**config.mk**
```make
export PLATFORM = sky130hd
export DESIGN_NAME = mul_ctrl
export DESIGN_NICKNAME = d
export VERILOG_FILES = /design/src/rtl/mul_ctrl.sv
export SDC_FILE = /design/constraint.sdc
export NUM_CORES = 2
export LEC_CHECK = 0
export CAP_MARGIN = 15
export CORE_ASPECT_RATIO = 1.1
export CORE_MARGIN = 8
export CORE_UTILIZATION = 45
export DETAILED_ROUTE_END_ITERATION = 12
export PLACE_DENSITY = 0.73
export SLEW_MARGIN = 20
export SYNTH_ARGS = -nofsm -noshare
export SYNTH_HDL_FRONTEND = slang
export SYNTH_SLANG_ARGS = --single-unit
```
**constraint.sdc**
```tcl
create_clock -name clk -period 10.2 [get_ports clk]
set_clock_uncertainty 0.15 [all_clocks]
set_input_delay 2.04 -clock clk [delete_from_list [all_inputs] [get_ports clk]]
set_output_delay 2.04 -clock clk [all_outputs]
set_load 0.005 [all_outputs]
```
**src/rtl/mul_ctrl.sv**
```systemverilog
// mul_ctrl: multicycle sequencer around the combinational 32x32 unsigned
// multiplier array for MULT/MULTU. Operands are reduced to magnitudes,
// held stable for MUL_CYCLES cycles, then the sign-corrected product is
// registered and announced with a one-cycle ready / HI-LO write strobe.

// Combinational 32x32 unsigned array; constrained as a multicycle path.
module mul (
   input  logic [31:0] a,
   input  logic [31:0] b,
   output logic [63:0] p
);
   assign p = {32'b0, a} * {32'b0, b};
endmodule

module mul_ctrl #(
   parameter int MUL_CYCLES = 2  // legal range 1..8
) (
   input  logic        clk,
   input  logic        resetn,
   input  logic        start,
   input  logic        signed_op,
   input  logic        cancel,
   input  logic [31:0] op_a,
   input  logic [31:0] op_b,
   output logic        stall,
   output logic        busy,
   output logic        ready,
   output logic        hilo_we,
   output logic [63:0] result
);
   // MUL_CYCLES-1 is at most 7, so three bits cover the hold counter.
   localparam int CW = 3;

   typedef enum logic [1:0] {IDLE, CALC, DONE} state_t;

   state_t         state_q, state_d;
   logic [CW-1:0]  cnt_q, cnt_d;
   logic [31:0]    ua_q, ua_d;
   logic [31:0]    ub_q, ub_d;
   logic           neg_q, neg_d;
   logic [63:0]    result_q, result_d;
   logic [63:0]    prod;

   // The array sees only the captured magnitudes, stable for all of CALC.
   mul u_mul (
      .a (ua_q),
      .b (ub_q),
      .p (prod)
   );

   // State register and datapath flops; reset clears everything.
   always_ff @(posedge clk or negedge resetn) begin
      if (!resetn) begin
         state_q  <= IDLE;
         cnt_q    <= '0;
         ua_q     <= '0;
         ub_q     <= '0;
         neg_q    <= 1'b0;
         result_q <= '0;
      end else begin
         state_q  <= state_d;
         cnt_q    <= cnt_d;
         ua_q     <= ua_d;
         ub_q     <= ub_d;
         neg_q    <= neg_d;
         result_q <= result_d;
      end
   end

   // Next-state and datapath updates; cancel overrides everything and never
   // touches the result register.
   always_comb begin
      state_d  = state_q;
      cnt_d    = cnt_q;
      ua_d     = ua_q;
      ub_d     = ub_q;
      neg_d    = neg_q;
      result_d = result_q;
      if (cancel) begin
         state_d = IDLE;
      end else begin
         unique case (state_q)
            IDLE: begin
               if (start) begin
                  // -0x80000000 wraps to 0x80000000, which is the right
                  // unsigned magnitude for the array.
                  ua_d    = (signed_op && op_a[31]) ? (~op_a + 32'd1) : op_a;
                  ub_d    = (signed_op && op_b[31]) ? (~op_b + 32'd1) : op_b;
                  neg_d   = signed_op & (op_a[31] ^ op_b[31]);
                  cnt_d   = CW'(MUL_CYCLES - 1);
                  state_d = CALC;
               end
            end
            CALC: begin
               if (cnt_q != '0) begin
                  cnt_d = cnt_q - 1'b1;
               end else begin
                  result_d = neg_q ? (~prod + 64'd1) : prod;
                  state_d  = DONE;
               end
            end
            DONE: state_d = IDLE;  // start seen here belongs to this op
            default: state_d = IDLE;
         endcase
      end
   end

   // Pipeline handshake outputs; stall is held low while in reset so a
   // start held across reset cannot freeze the pipeline.
   always_comb begin
      stall   = resetn & ~cancel &
                (((state_q == IDLE) & start) | (state_q == CALC));
      busy    = (state_q == CALC) | (state_q == DONE);
      ready   = (state_q == DONE) & ~cancel;
      hilo_we = ready;
      result  = result_q;
   end

endmodule

```
# Word-level counts from Yosys, hierarchy flattened
# Index checks and enable logic that the tools add are counted.
# classes
addsub	4
multipliers	1
n_eq_ne	6
n_mux	10
n_bitwise	13
n_reduce_logical	9
# ops
operator	n
32-bit by 1-bit adder with 32-bit output (second input constant)	2
64-bit by 1-bit adder with 64-bit output (second input constant)	1
32-bit by 32-bit multiplier with 64-bit output	1
32-bit 2-to-1 mux	2
64-bit 2-to-1 mux	1
32-bit inverter	2
64-bit inverter	1
2-bit 2-to-1 mux	3
3-bit 2-to-1 mux	2
3-bit != test (second input constant)	2
3-bit case mux with 2 select lines	1
3-bit AND reduction	2
1-bit bitwise AND	5
2-bit != test (second input constant)	2
2-bit case mux with 2 select lines	1
4-bit AND reduction	1
3-bit nonzero test	1
3-bit by 1-bit subtractor with 3-bit output (second input constant)	1
2-bit by 1-bit equality test with 1-bit output (second input constant)	1
2-bit equality test (second input constant)	1
1-bit logical AND	2
2-bit logical NOT	1
1-bit inverter	2
1-bit OR	2
other kinds (3)	3
# totals
reg_bits	134
input_bits	69
output_inout_bits	68

# Logic depth before layout (Yosys ltp)
# depth
word_depth	4
ltp_mapped	30

# Modules after synthesis
# A second synthesis with hierarchy kept.
# unflattened
cells_unflattened	4588
hier_area_um2	41131.9
# by_module_without_submodules
module	instances	cells_per_inst	area_each_um2
mul	1	3699	33397.0
mul_ctrl	1	889	7734.9

# Worst setup path after synthesis
# No wires, ideal clock.
# synth_path
path_kind	reg-to-reg
start	register ub_q[9]
end	register result_q[59] (netlist: result[59])
setup_ns	0.132
t_arrival_ns	8.019
t_required_ns	9.918
path_slack_ns	1.900
path_stages_with_launch	28
period_less_slack_ns	8.300
path_cell_list	dfrtp_1 clkbuf_1 and2_1 fa_1 fa_1 inv_1 fa_1 fa_1 inv_1 fa_1 fa_1 fa_1 inv_1 fa_1 inv_1 ha_1 buf_2 nand4_1 nor3_1 or4b_4 nand3b_1 xor2_1 or3_1 nor4b_2 nand4_2 o31ai_1 xor2_1 o21ai_1
# synth_via
elab_chain_cells	4
# synth_rtl
item	line_no	source
from (decl)	39	logic [31:0] ub_q, ub_d;
from (signal assigned)	64	ub_q <= ub_d;
32-bit by 32-bit multiplier with 64-bit output (*)	12	assign p = {32'b0, a} * {32'b0, b};
64-bit inverter	98	result_d = neg_q ? (~prod + 64'd1) : prod;
64-bit by 1-bit adder with 64-bit output	98	
64-bit 2-to-1 mux (*)	98	
to (signal assigned)	66	result_q <= result_d;
to (decl)	41	logic [63:0] result_q, result_d;
# Every way passes the cells marked *; elsewhere a longest branch is shown, timed or not.
# A chain may end at the register's enable or synchronous reset.

# Worst setup path after layout
# layout_path
start	register ua_q[13]
end	register result_q[63] (netlist: result[63])
# layout_via
elab_chain_cells	4
# layout_rtl
item	line_no	source
from (decl)	38	logic [31:0] ua_q, ua_d;
from (signal assigned)	63	ua_q <= ua_d;
32-bit by 32-bit multiplier with 64-bit output (*)	12	
64-bit inverter	98	
64-bit by 1-bit adder with 64-bit output	98	
64-bit 2-to-1 mux (*)	98	
# Marks and branches as above.

==> metrics.md <==
| Metric | Value |
|---|---|
| DR WL/cell | `slightly above 20 um` |
| Post-synthesis sequential area ratio | `0.0808` |
| Period Utilization, post-route | `0.955` |
| Vias | `roughly 32,000` |
| Worst-case clock buffer depth | `2` |
| Die area | `around 100,000 um^2` |
| Placed insts | `5,828` |
| Max_slew headroom | `0.108` |
| Max-Cap Viols | `0` |
| # hold bufs at CTS | `0` |
| Final Non-Filler Cells | `slightly below 6,000` |
| Most frequent cells in the layout | `fa_1 (896), inv_1 (868), nand2_1 (691)` |
| Global Route Usage Sum | `0.241` |
| Synth unique cells | `83` |
| Number of buffers added on ports | `136` |
| Synth warn | `0` |
| Outcome | `complete, no violations` |
| Initial antenna violation count | `0` |
| Die Wd | `roughly 310 um` |
| Fin. Hold Viols | `0` |
| Area Overhead vs Synth | `7.82%` |
| Setup TNS | `0 ps` |
| Initial core utilization | `0.451` |
| Fillers | `roughly 8,600` |
| CP dominant cell by count | `fa_1` |
| Worst path max stage delay | `about 980 ps` |
| First-pass GRT wire length | `195 mm` |
| Most common cell after layout, fill and taps aside | `fa_1` |
| # clock sinks | `around 130` |
| CP startpoint kind | `flop` |
| Crit path time final | `9740 ps` |
| RSZ-0062 raised after global routing | `false` |
| CP max-delay cell | `dfrtp_1` |
| Post-CTS setup buffer count | `0` |
| Die Y | `about 330 um` |
| DRC | `0` |
| Post-synthesis net count | `about 5,900` |
| Post-Synthesis Cells | `approximately 4,700` |
| 1st-iter DRT viols | `between 2,000 and 2,500` |
| H-tree depth | `4` |
| Post-cts sizing count | `0` |
| CP required | `roughly 10,000 ps` |
| Num rows | `between 100 and 150` |
| Io pins | `~140` |
| Async S/R FF share, synth | `1.00` |
| CORE AREA | `91,900 um^2` |
| Final setup viols | `0` |
| Post-DRT Antenna Nets | `0` |
| Clk slew on worst S/H paths | `around 70 ps` |
| Worst EP arrival | `between 9000 and 10,000 ps` |
| Seq cells post-synth | `roughly 130` |
| Worst min path class | `reg -> reg` |
| CTS Root Cell | `clkbuf_16` |
| Syn Area/Cell | `approximately 8.9 um^2` |
| Nets@finish | `5,894` |
| Max-slew violations | `0` |
| Crit path capture type | `flop` |
| Worst-margin pin slew | `between 1000 and 1500 ps` |
| WS Path Type | `reg -> reg` |
| Routed WL | `120 mm` |
| Final RePlAce weighted congestion | `0.991` |
| Number of global-route vias before repair | `approximately 35,000` |
| CP Buf/Inv Count | `5` |
| Peak Freq | `around 100 MHz` |
| Worst skew pair latency | `roughly 500 ps` |
| Placed cell areas | `around 44,000 um^2` |
| CTS tree | `yes` |
| Largest net degree at the start of global routing | `around 130` |
| DP HPWL | `around 100 mm` |
| Final std cell area, no fill | `44,700 um^2` |
| Total clock buffers created by CTS | `17` |
| CP top delay family | `adder cells` |
| Global route total overflow | `0` |
| Share of cells above drive strength 1 | `0.0388` |
| Cell area after synthesis | `between 40,000 and 50,000 um^2` |
| Top FF cell, synth | `dfrtp_1` |
| Worst-path fanout max | `23` |
| 1st-pass router iterations | `5` |
| Number of synthesized flops with an enable pin | `0` |
| Via density | `about 5.5` |
## routing by layer
| metal | track usage | vias to the layer above | routed length [um] | part of all wire |
|---|---|---|---|---|
| li1 | - | 14100 | - | - |
| met4 | 0.112 | 0 | 6360 | 0.053 |
| met1 | 0.308 | 16700 | 47800 | 0.40 |
| met5 | 0 | - | 0 | 0 |
| met2 | 0.407 | 1307 | 58200 | 0.48 |
| met3 | 0.0338 | 333 | 7820 | 0.065 |
## state kept, by name, indices dropped and copies added, names as in the netlist
register	cells
state_q	2
ub_q	32
ua_q	32
result	64
neg_q	1
cnt_q	3
## path summary, 6_finish.rpt
check	start	endpoint	slack, ps	cells past startpoint
worst max register to register	ua_q[13]$_DFFE_PN0P_	result[63]$_DFFE_PN0P_	460	27
worst min-delay path	result[49]$_DFFE_PN0P_	result[49]$_DFFE_PN0P_	330	2
worst max-delay path	ua_q[13]$_DFFE_PN0P_	result[63]$_DFFE_PN0P_	460	27
worst min register to register	result[49]$_DFFE_PN0P_	result[49]$_DFFE_PN0P_	330	2
min in group asynchronous	resetn	result[25]$_DFFE_PN0P_	1440	1
max in group asynchronous	resetn	ub_q[14]$_DFFE_PN0P_	7030	2
## kinds of logic (layout without fill, tap and decap cells)
logic type	after synthesis	count (layout)	synth area share
flip-flops	134	134	0.0808
other	0	1	0
AND/OR/NAND/NOR	1556	1556	0.190
multiplexers	8	8	0.00199
buffers and inverters	1137	1139	0.104
AO/OA/AOI/OAI	492	492	0.0727
XOR/XNOR	173	173	0.0365
adder cells (fa/ha/maj)	1168	1168	0.515
## Yosys cell counts, types with 4 or more instances
master	number	share of area
fa_1	896	0.43
xor2_1	105	0.022
a21oi_1	90	0.011
o21a_1	11	0.0020
a211oi_1	6	0.0011
and4_1	7	0.0015
o21ai_1	18	0.0022
nand2b_1	16	0.0024
a21o_1	22	0.0040
nor4_1	13	0.0020
and2_1	595	0.090
nor2b_1	4	0.00060
or3_1	14	0.0021
inv_1	868	0.079
a21oi_2	5	0.0011
o21bai_1	4	0.00072
nor3b_1	7	0.0013
clkbuf_1	247	0.022
o211ai_1	13	0.0024
dfrtp_1	134	0.081
o31ai_1	37	0.0067
ha_1	272	0.082
nand4_1	29	0.0044
nand3_1	20	0.0024
a31oi_1	14	0.0021
or4_1	11	0.0020
xnor2_1	68	0.014
nor2_1	83	0.0075
o31a_1	5	0.0011
a31o_2	5	0.0011
nor3_1	31	0.0037
and3_1	8	0.0012
nand2_1	691	0.063
buf_2	15	0.0018
mux2i_1	6	0.0014
buf_1	5	0.00045
o21ai_0	212	0.026
nand3b_1	4	0.00072
o41ai_1	11	0.0023
## per-stage QoR
step	worst slack [ps]	utilization	hold slack [ps]
global placement	331	0.480	314
finish	458	0.486	334
detailed placement	439	0.480	322
floorplan	1900	-	300
CTS	371	0.486	338
global route	17.7	0.486	360
## worst min-delay path: stages (launching register included)
cell,delay (ps)
dfrtp_1,340
nand2_1,50
o21ai_0,60
## cell type report
class / count / area (um^2) / area share
clock inverters: 15 / 179 / 0.00400
well taps: 1190 / 1490 / 0.0333
diodes: 1 / 2.50 / 0.0000560
inverters: 868 / 3260 / 0.0729
multi-input cells: 3397 / 33800 / 0.756
flip-flops and latches: 134 / 3360 / 0.0752
repair buffers: 239 / 2170 / 0.0486
clock buffers: 17 / 425 / 0.00951
Power is not shown: default switching activity piles up to over one toggle a cycle in this logic, so the estimate is an artifact.
==> edit (config.mk and constraints unchanged) <==
Take the reset off `ua_q` and load it in a clocked block of its own.
--- a/src/rtl/mul_ctrl.sv
+++ b/src/rtl/mul_ctrl.sv
@@ -53,18 +53,20 @@
       if (!resetn) begin
          state_q  <= IDLE;
          cnt_q    <= '0;
-         ua_q     <= '0;
          ub_q     <= '0;
          neg_q    <= 1'b0;
          result_q <= '0;
       end else begin
          state_q  <= state_d;
          cnt_q    <= cnt_d;
-         ua_q     <= ua_d;
          ub_q     <= ub_d;
          neg_q    <= neg_d;
          result_q <= result_d;
       end
+   end
+
+   always_ff @(posedge clk) begin
+      ua_q <= ua_d;
    end
 
    // Next-state and datapath updates; cancel overrides everything and never
Function: not settled (the Yosys comparison gave no result); the edit may change what the design does.
==> edit against the original RTL <==
Synthesized area is 1.4% higher; setup slack worse by 0.13 ns; utilization is 0.24 points higher; sequential cell count stayed put; final area is 1.3% higher; first-iteration DRC count is 1.2% higher; synthesized cell count is 0.81% higher; via count is 0.56% higher; global-route usage is 0.26 points lower; count of clock-buffer cells in the layout is 1 higher; wire length is 0.25% higher; highest routed layer is now met5.
Power is left out: the tool's default activity adds up to more than one toggle a clock period on the data nets, which glitch-free logic cannot reach.
==> edit: results (changes against the original RTL) <==
* Status: finished, final reports clean (unchanged)
* Post-Synth Adder-Cell Area at 50.7% (was 51.5%)
* XOR/XNOR share of the synthesized area at 3.48% (was 3.65%)
* Distinct cells, synth at 98 (was 83)
* Clock Pin Slew Worst Setup and Hold Paths at 0.09 ns (was 0.07 ns)
* H-Tree Level Count at 4 (unchanged)
* Cell count after synthesis at 4,706 (was 4,668)
* Initial DRC count at 2,353 (was 2,326)
* Root Buffer: clkbuf_16 (unchanged)
* Highest metal layer with signal wires: met5 (was met4)
* Routed wl met2 at 57.2 mm (was 58.2 mm)
* Post-synthesis mux area share at 0.146% (was 0.199%)
* Layout cell share with drive strength beyond 1 at 4.34% (was 3.88%)
* Drt total wl at 121 mm (was 120 mm)
* Post-synth EDFFs at 32 (was 0)
* Tot GR Track Use at 23.9% (was 24.1%)
* Wire per inst at 20.2 um (was 20.5 um)
* Setup Buffers After CTS at 0 (unchanged)
* Worst-path maximum fanout at 19 (was 23)
* Post-cts sizing count at 0 (unchanged)
* Ys flop type: dfrtp_1 (unchanged)
* Grt met1 use at 31.4% (was 30.8%)
* Synth area leaders: fa_1, and2_1, ha_1 (unchanged)
* Placed cells at 5,917 (was 5,828)
* Final HPWL from detailed placement at 100 mm (was 101 mm)
* Via count at 32,600 (was 32,500)
* Largest net degree at the start of global routing at 121 (was 129)
* Initial antenna violation count at 4 (was 0)
* Compound-Gate Fraction of Synth Area at 7.53% (was 7.27%)
* Critical path arrival at 10.07 ns (was 9.92 ns)
* Met3 WL at 11.1 mm (was 7.82 mm)
* Routing usage on met3 at 5.58% (was 3.38%)
* Place WS at 0.467 ns (was 0.439 ns)
* Worst-Margin Slew at 1.16 ns (was 1.33 ns)
* YS warnings at 0 (unchanged)
* Area post-placement at 44,600 um^2 (was 44,100 um^2)
* GRT busiest layer: met2 (unchanged)
* Setup TNS at 0 ns (unchanged)
* First-pass GRT wire length at 196 mm (was 195 mm)
* Crit-path slowest cell: edfxtp_1 (was dfrtp_1)
* PortBufs at 136 (unchanged)
* CTS max path bufs at 2 (unchanged)
* Routing usage on met2 at 39.6% (was 40.7%)
* Seq/Total Area, Yosys at 8.35% (was 8.08%)
* Vias in the first global route at 35,000 (about the same)
* Wire length on met1 at 49.1 mm (was 47.8 mm)
* Hold Path Class: reg -> reg (unchanged)
* Num CTS Buffers at 17 (unchanged)
* Worst-Skew Late Latency at 0.49 ns
* Largest stage delay on the critical path at 0.84 ns (was 0.98 ns)
* Top delay family on crit path: adder cells (unchanged)
* Global placement routability congestion at 0.937 (was 0.991)
* Async SR Flop Fraction at 76.1% (was 100%)
* Largest register FFs at 64 (unchanged)
* Drt first pass iters at 5 (unchanged)
* Commonest cells in the netlist: fa_1, inv_1, nand2_1 (unchanged)
edit: changes by cell type in the layout (fill, tap and decap cells not counted), sizes merged, moves of 17 or more:
cell	before	now
xor2	105	84
o21ai	230	204
nor2	83	131
nand2	692	655
a21oi	96	113
dfrtp	134	102
edfxtp	0	32
edit: final timing paths:
path	from	to	slack [ns]	cells past startpoint
max	ua_q[15]	result[63]	0.33	26
min	result[17]	result[17]	0.34	2
max reg2reg	ua_q[15]	result[63]	0.33	26
min reg2reg	result[17]	result[17]	0.34	2
max in group asynchronous	resetn	ub_q[8]	7.09	2
min in group asynchronous	resetn	result[58]	1.37	1
edit: final cells by class:
class	count	area, um^2
multi-input combinational	3425	34200
timing repair buffer	232	2130
inverter	877	3290
tap	1249	1560
clock inverter	14	184
fill	8588	47400
sequential	134	3510
clock buffer	18	450
antenna	3	7.51
